File: src/rtl/vga_ctrl_if.sv
`default_nettype none
// ----------------------------------------------------------------------------
// vga_ctrl_if : picture-block coordinate/data link plus monitor-side outputs
// Revision    : 1.0
// ----------------------------------------------------------------------------
interface vga_ctrl_if;
  logic [9:0]  pix_x;
  logic [9:0]  pix_y;
  logic [15:0] pix_data;
  logic        hsync;
  logic        vsync;
  logic [15:0] rgb;
  logic        rgb_valid;
  logic        frame_start;

  modport master (
    output pix_x, pix_y, hsync, vsync, rgb, rgb_valid, frame_start,
    input  pix_data
  );

  modport slave (
    input  pix_x, pix_y, hsync, vsync, rgb, rgb_valid, frame_start,
    output pix_data
  );
endinterface
`default_nettype wire

File: src/rtl/vga_ctrl.sv
`default_nettype none
// ----------------------------------------------------------------------------
// vga_ctrl : raster timing generator with 2-stage sync/pixel alignment
// Revision : 1.0
// ----------------------------------------------------------------------------
module vga_ctrl #(
  parameter int H_SYNC   = 96,
  parameter int H_BACK   = 48,
  parameter int H_ACTIVE = 640,
  parameter int H_FRONT  = 16,
  parameter int V_SYNC   = 2,
  parameter int V_BACK   = 33,
  parameter int V_ACTIVE = 480,
  parameter int V_FRONT  = 10
) (
  input wire         vga_clk,
  input wire         sys_rst_n,
  vga_ctrl_if.master vga
);

  localparam int H_TOTAL = H_SYNC + H_BACK + H_ACTIVE + H_FRONT;
  localparam int V_TOTAL = V_SYNC + V_BACK + V_ACTIVE + V_FRONT;

  localparam logic [9:0]  H_MAX      = 10'(H_TOTAL - 1);
  localparam logic [9:0]  V_MAX      = 10'(V_TOTAL - 1);
  localparam logic [9:0]  H_OFS      = 10'(H_SYNC + H_BACK);
  localparam logic [9:0]  V_OFS      = 10'(V_SYNC + V_BACK);
  // 11-bit bounds so a window ending exactly at 1024 still compares correctly
  localparam logic [10:0] H_ACT_LO   = 11'(H_SYNC + H_BACK);
  localparam logic [10:0] H_ACT_HI   = 11'(H_SYNC + H_BACK + H_ACTIVE);
  localparam logic [10:0] V_ACT_LO   = 11'(V_SYNC + V_BACK);
  localparam logic [10:0] V_ACT_HI   = 11'(V_SYNC + V_BACK + V_ACTIVE);
  localparam logic [10:0] H_SYNC_END = 11'(H_SYNC);
  localparam logic [10:0] V_SYNC_END = 11'(V_SYNC);

  logic [9:0]  r_cnt_h;
  logic [9:0]  r_cnt_v;
  logic [10:0] w_h;
  logic [10:0] w_v;
  logic        w_act;
  logic [9:0]  w_x;
  logic [9:0]  w_y;
  logic        w_first;

  logic [9:0]  r_pix_x;
  logic [9:0]  r_pix_y;
  logic        r_act1;
  logic        r_hs1;
  logic        r_vs1;
  logic        r_first1;

  logic [15:0] r_rgb;
  logic        r_rgb_valid;
  logic        r_hsync;
  logic        r_vsync;
  logic        r_frame_start;

  always_ff @(posedge vga_clk or negedge sys_rst_n) begin
    if (!sys_rst_n) begin
      r_cnt_h <= '0;
      r_cnt_v <= '0;
    end else if (r_cnt_h == H_MAX) begin
      r_cnt_h <= '0;
      r_cnt_v <= (r_cnt_v == V_MAX) ? 10'd0 : r_cnt_v + 10'd1;
    end else begin
      r_cnt_h <= r_cnt_h + 10'd1;
    end
  end

  assign w_h     = {1'b0, r_cnt_h};
  assign w_v     = {1'b0, r_cnt_v};
  assign w_act   = (w_h >= H_ACT_LO) && (w_h < H_ACT_HI) &&
                   (w_v >= V_ACT_LO) && (w_v < V_ACT_HI);
  assign w_x     = r_cnt_h - H_OFS;
  assign w_y     = r_cnt_v - V_OFS;
  assign w_first = w_act && (w_x == 10'd0) && (w_y == 10'd0);

  // Stage 1: coordinates go out to the picture block one clock after the counters
  always_ff @(posedge vga_clk or negedge sys_rst_n) begin
    if (!sys_rst_n) begin
      r_pix_x  <= 10'h3FF;
      r_pix_y  <= 10'h3FF;
      r_act1   <= 1'b0;
      r_hs1    <= 1'b1;
      r_vs1    <= 1'b1;
      r_first1 <= 1'b0;
    end else begin
      r_pix_x  <= w_act ? w_x : 10'h3FF;
      r_pix_y  <= w_act ? w_y : 10'h3FF;
      r_act1   <= w_act;
      r_hs1    <= (w_h >= H_SYNC_END);
      r_vs1    <= (w_v >= V_SYNC_END);
      r_first1 <= w_first;
    end
  end

  // Stage 2: pix_data is only trusted while act1 is set
  always_ff @(posedge vga_clk or negedge sys_rst_n) begin
    if (!sys_rst_n) begin
      r_rgb         <= 16'h0000;
      r_rgb_valid   <= 1'b0;
      r_hsync       <= 1'b1;
      r_vsync       <= 1'b1;
      r_frame_start <= 1'b0;
    end else begin
      r_rgb         <= r_act1 ? vga.pix_data : 16'h0000;
      r_rgb_valid   <= r_act1;
      r_hsync       <= r_hs1;
      r_vsync       <= r_vs1;
      r_frame_start <= r_first1;
    end
  end

  assign vga.pix_x       = r_pix_x;
  assign vga.pix_y       = r_pix_y;
  assign vga.rgb         = r_rgb;
  assign vga.rgb_valid   = r_rgb_valid;
  assign vga.hsync       = r_hsync;
  assign vga.vsync       = r_vsync;
  assign vga.frame_start = r_frame_start;

endmodule
`default_nettype wire

File: src/flat_wrapper.sv
// flat-port wrapper written by rule: the top's interface ports become plain ports
module vga_ctrl_flat 
#(
  parameter int H_SYNC   = 96,
  parameter int H_BACK   = 48,
  parameter int H_ACTIVE = 640,
  parameter int H_FRONT  = 16,
  parameter int V_SYNC   = 2,
  parameter int V_BACK   = 33,
  parameter int V_ACTIVE = 480,
  parameter int V_FRONT  = 10
)
  (vga_clk, sys_rst_n, vga_pix_x, vga_pix_y, vga_hsync, vga_vsync, vga_rgb, vga_rgb_valid, vga_frame_start, vga_pix_data);
  vga_ctrl_if vga_i ();
  input wire vga_clk;
  input wire sys_rst_n;
  output wire logic [$bits(vga_i.pix_x)-1:0] vga_pix_x;
  output wire logic [$bits(vga_i.pix_y)-1:0] vga_pix_y;
  output wire logic [$bits(vga_i.hsync)-1:0] vga_hsync;
  output wire logic [$bits(vga_i.vsync)-1:0] vga_vsync;
  output wire logic [$bits(vga_i.rgb)-1:0] vga_rgb;
  output wire logic [$bits(vga_i.rgb_valid)-1:0] vga_rgb_valid;
  output wire logic [$bits(vga_i.frame_start)-1:0] vga_frame_start;
  input wire logic [$bits(vga_i.pix_data)-1:0] vga_pix_data;
  assign vga_pix_x = vga_i.pix_x;
  assign vga_pix_y = vga_i.pix_y;
  assign vga_hsync = vga_i.hsync;
  assign vga_vsync = vga_i.vsync;
  assign vga_rgb = vga_i.rgb;
  assign vga_rgb_valid = vga_i.rgb_valid;
  assign vga_frame_start = vga_i.frame_start;
  assign vga_i.pix_data = vga_pix_data;
  vga_ctrl #(.H_SYNC(H_SYNC), .H_BACK(H_BACK), .H_ACTIVE(H_ACTIVE), .H_FRONT(H_FRONT), .V_SYNC(V_SYNC), .V_BACK(V_BACK), .V_ACTIVE(V_ACTIVE), .V_FRONT(V_FRONT)) u_core (.vga_clk(vga_clk), .sys_rst_n(sys_rst_n), .vga(vga_i));
endmodule
File: config.mk
export PLATFORM = sky130hd
export DESIGN_NAME = vga_ctrl_flat
export DESIGN_NICKNAME = d
export VERILOG_FILES = /design/src/rtl/vga_ctrl_if.sv /design/src/rtl/vga_ctrl.sv /design/src/flat_wrapper.sv
export SDC_FILE = /design/constraint.sdc
export NUM_CORES = 1
export LEC_CHECK = 0
export BUFFER_PORTS_ARGS = -buffer_cell sky130_fd_sc_hd__buf_2
export CAP_MARGIN = 5
export CORE_MARGIN = 2
export CORE_UTILIZATION = 45
export CTS_BUF_LIST = sky130_fd_sc_hd__clkbuf_8
export CTS_CLUSTER_SIZE = 24
export DETAILED_ROUTE_END_ITERATION = 8
export PLACE_DENSITY = 0.74
export SETUP_SLACK_MARGIN = 0.1
export SYNTH_ARGS = -nofsm -noshare
export SYNTH_HDL_FRONTEND = slang
export SYNTH_SLANG_ARGS = --single-unit
File: constraint.sdc
create_clock -name vga_clk -period 2.1 [get_ports vga_clk]
set_input_delay 0.42 -clock vga_clk [delete_from_list [all_inputs] [get_ports vga_clk]]
set_output_delay 0.42 -clock vga_clk [all_outputs]
set_load 0.03 [all_outputs]
==> impl_metrics.ini <==
[drt]
via_per_inst = 5.06
drtIter0Drc = 105
wl_per_cell_um = 13.8
first_pass_iters = 4
final_antenna_net_count = 0
drt-total-wl_mm = 5.88
via_count = 2155
drc_errors = 0

[logic_synthesis]
yosysSeqAreaShare_pct = 56.5
yosysUniqueCellTypes = 54
synth_edf_count = 0
synthCells = 264
syn-cell-area_um2 = 2890
syn_avg_cell_area_um2 = 10.9
yosysWarningCount = 0
synth_seq_cells = 64
synth_nets = 292
synthArstFlopShare_pct = 100
ys.flop_type = dfrtp_1

[worst_setup_path]
critical_path_class = flip-flop to flip-flop
critPathArrivalTime_ns = 2.25
cp_max_fo = 7
timing.reg2reg.setup_slack_ns = 0.11
reg2reg_depth = 6
critPathLaunchType = flip-flop
cp_data_required_time_ns = 2.36
endpoint_kind = flip-flop

[pwr]
powerDensity_nw_per_um2 = 691
peakVddDrop_uv = 414
p_leak_nw = 1.74

[grt]
grt_pass1_vias = 2125
grt_pass1_wl_mm = 9.87
met2_usage_pct = 26.3
grt_start_max_net_pins = 65
grt_overflow = 0
track_usage_pct = 17.5
use_met1_pct = 24.0
antenna_found_initial = 0
use_met3_pct = 3.74
grt.busiest_layer = met2

[timing]
setup_ws_ns = 0.108
finalSetupViolations = 0
hold_viol = 0
fmax_mhz = 502
period_needed_ns = 1.99
finClkSkew_ns = 0.00864
drv_slew = 0
rsz0062_at_grt = true
fin_hold_ws_ns = 0.0840
slew_headroom_pct = 71.0
finalSetupTns_ns = 0
period_share_pct = 94.9
tightest_slew_ns = 0.429

[floorplanning]
die_x_um = 84.1
design.core.area_um2 = 6280
start_util_pct = 46.0
rows = 29
die_h_um = 84.1
fp.dieArea_um2 = 7080
io_pins = 58

[clock_tree]
cts.sinks = 64
cts_htree_levels = 3
numCtsBuffers = 9
clk_latency_ns = 0.33
path_clk_slew_ns = 0.07
clock_path_buffers = 2
clk_root_buffer_cell = clkbuf_8
cts_tree = done

[placed_design]
post_dp_cell_area_um2 = 3430
globalplace.congestion = 0.845
hpwlAfterDp_mm = 4.13
place_ws_ns = 0.125
numPortBuffers = 57

[finish]
final_cell_area_um2 = 3680
final_common_cell = buf_2
syn_to_final_growth_pct = 27.5
drive_gt1_share_pct = 39.0
layout_common_cells = buf_2 (57), dfrtp_1 (39), nand2_1 (28), buf_4 (26), dfstp_2 (24)
final_core_util_pct = 58.7
antenna_cells = 0
layout.nets = 372

[job]
max_cap_violations = 0

[run_status]
outcome = completed

[hold_path]
hold_path_class = primary input to async pin
-- per-layer routing --
layer	vias to the layer above	part of all wire, %
met5	-	0
met4	0	1.8
met3	10	6.9
met2	81	46
met1	1003	46
li1	1061	-
-- power by group --
| group | internal [mW] | switching, mW |
|---|---|---|
| sequential | 1.23 | 0 |
| clock | 0.792 | 0.480 |
| combinational | 0.0147 | 0.0258 |
-- final cells by class --
| cell class | instances | area [µm²] |
|---|---|---|
| clock buffers | 9 | 124 |
| clock inverters | 7 | 119 |
| fillers | 536 | 2590 |
| inverters | 9 | 33.8 |
| multi-input cells | 175 | 1170 |
| flip-flops and latches | 64 | 1630 |
| well taps | 77 | 96.3 |
| repair buffers | 85 | 512 |
-- logic make-up (layout without fill, tap and decap cells) --
group / after synthesis / after routing / synth area share [%]
DFF: 64 / 64 / 56.5
xor gates and xnor gates: 13 / 13 / 3.94
buffers and inverters: 25 / 110 / 3.68
AOI/OAI and AO/OA: 46 / 46 / 11.1
adders and majority gates: 11 / 11 / 4.68
and+or+nand+nor: 104 / 104 / 19.8
muxes: 1 / 1 / 0.346
-- sequential cells by signal (all words and copies together) (netlist names) --
name and count:
u_core.vga.rgb_valid 1, u_core.vga.pix_x 10, u_core.vga.hsync 1, u_core.r_first1 1, u_core.r_vs1 1, u_core.vga.vsync 1, u_core.r_hs1 1, u_core.r_act1 1
u_core.r_cnt_h 10, u_core.r_cnt_v 10, u_core.vga.frame_start 1, u_core.vga.rgb 16, u_core.vga.pix_y 10
-- stage by stage --
| stage | power, mW | cells |
|---|---|---|
| after CTS | 2.57 | 425 |
| final | 2.55 | 426 |
| after global routing | 2.63 | 426 |
| after floorplan | 1.26 | 264 |
| after global placement | 1.30 | 409 |
| after detailed placement | 1.30 | 409 |
-- cell usage after synthesis (3+ instances only) --
| cell | count | area, µm² |
|---|---|---|
| nand2b_1 | 6 | 37.5 |
| o21ai_0 | 15 | 75.1 |
| o31ai_1 | 4 | 30.0 |
| nor3_1 | 5 | 25.0 |
| nand2_1 | 28 | 105 |
| nor2b_1 | 3 | 18.8 |
| clkbuf_1 | 11 | 41.3 |
| a31oi_1 | 3 | 18.8 |
| and2_1 | 18 | 113 |
| inv_1 | 9 | 33.8 |
| dfstp_2 | 24 | 631 |
| dfrtp_1 | 40 | 1000 |
| and3_1 | 4 | 25.0 |
| nand3_1 | 11 | 55.1 |
| xnor2_1 | 9 | 78.8 |
| a21oi_1 | 4 | 20.0 |
| nor2_1 | 10 | 37.5 |
| or4_1 | 3 | 22.5 |
| ha_1 | 10 | 125 |
| xor2_1 | 4 | 35.0 |
-- critical path, stage by stage, from the launching register on --
cell     delay, ns
dfrtp_2       0.44
ha_2          0.19
or4_4         0.43
or3_4         0.38
a21oi_4       0.22
buf_4         0.18
nand3_1       0.08
-- repair_timing --
item	in CTS	in global routing
setup buffers	0	1
gates resized for setup	0	2
hold buffers	0	0
endpoints found under the setup margin	0	13
-- worst paths after layout --
path	startpoint	endpoint
worst max-delay path	u_core.r_cnt_v[0]	u_core.vga.pix_y[4]
worst min-delay path	sys_rst_n	u_core.vga.rgb[9]
worst max register to register	u_core.r_cnt_v[0]	u_core.vga.pix_y[4]
worst min register to register	u_core.r_first1	u_core.vga.frame_start
max in group asynchronous	sys_rst_n	u_core.vga.pix_x[6]
min in group vga_clk	vga_pix_data[13]	u_core.vga.rgb[13]
Power figures use the tool's default switching activity.
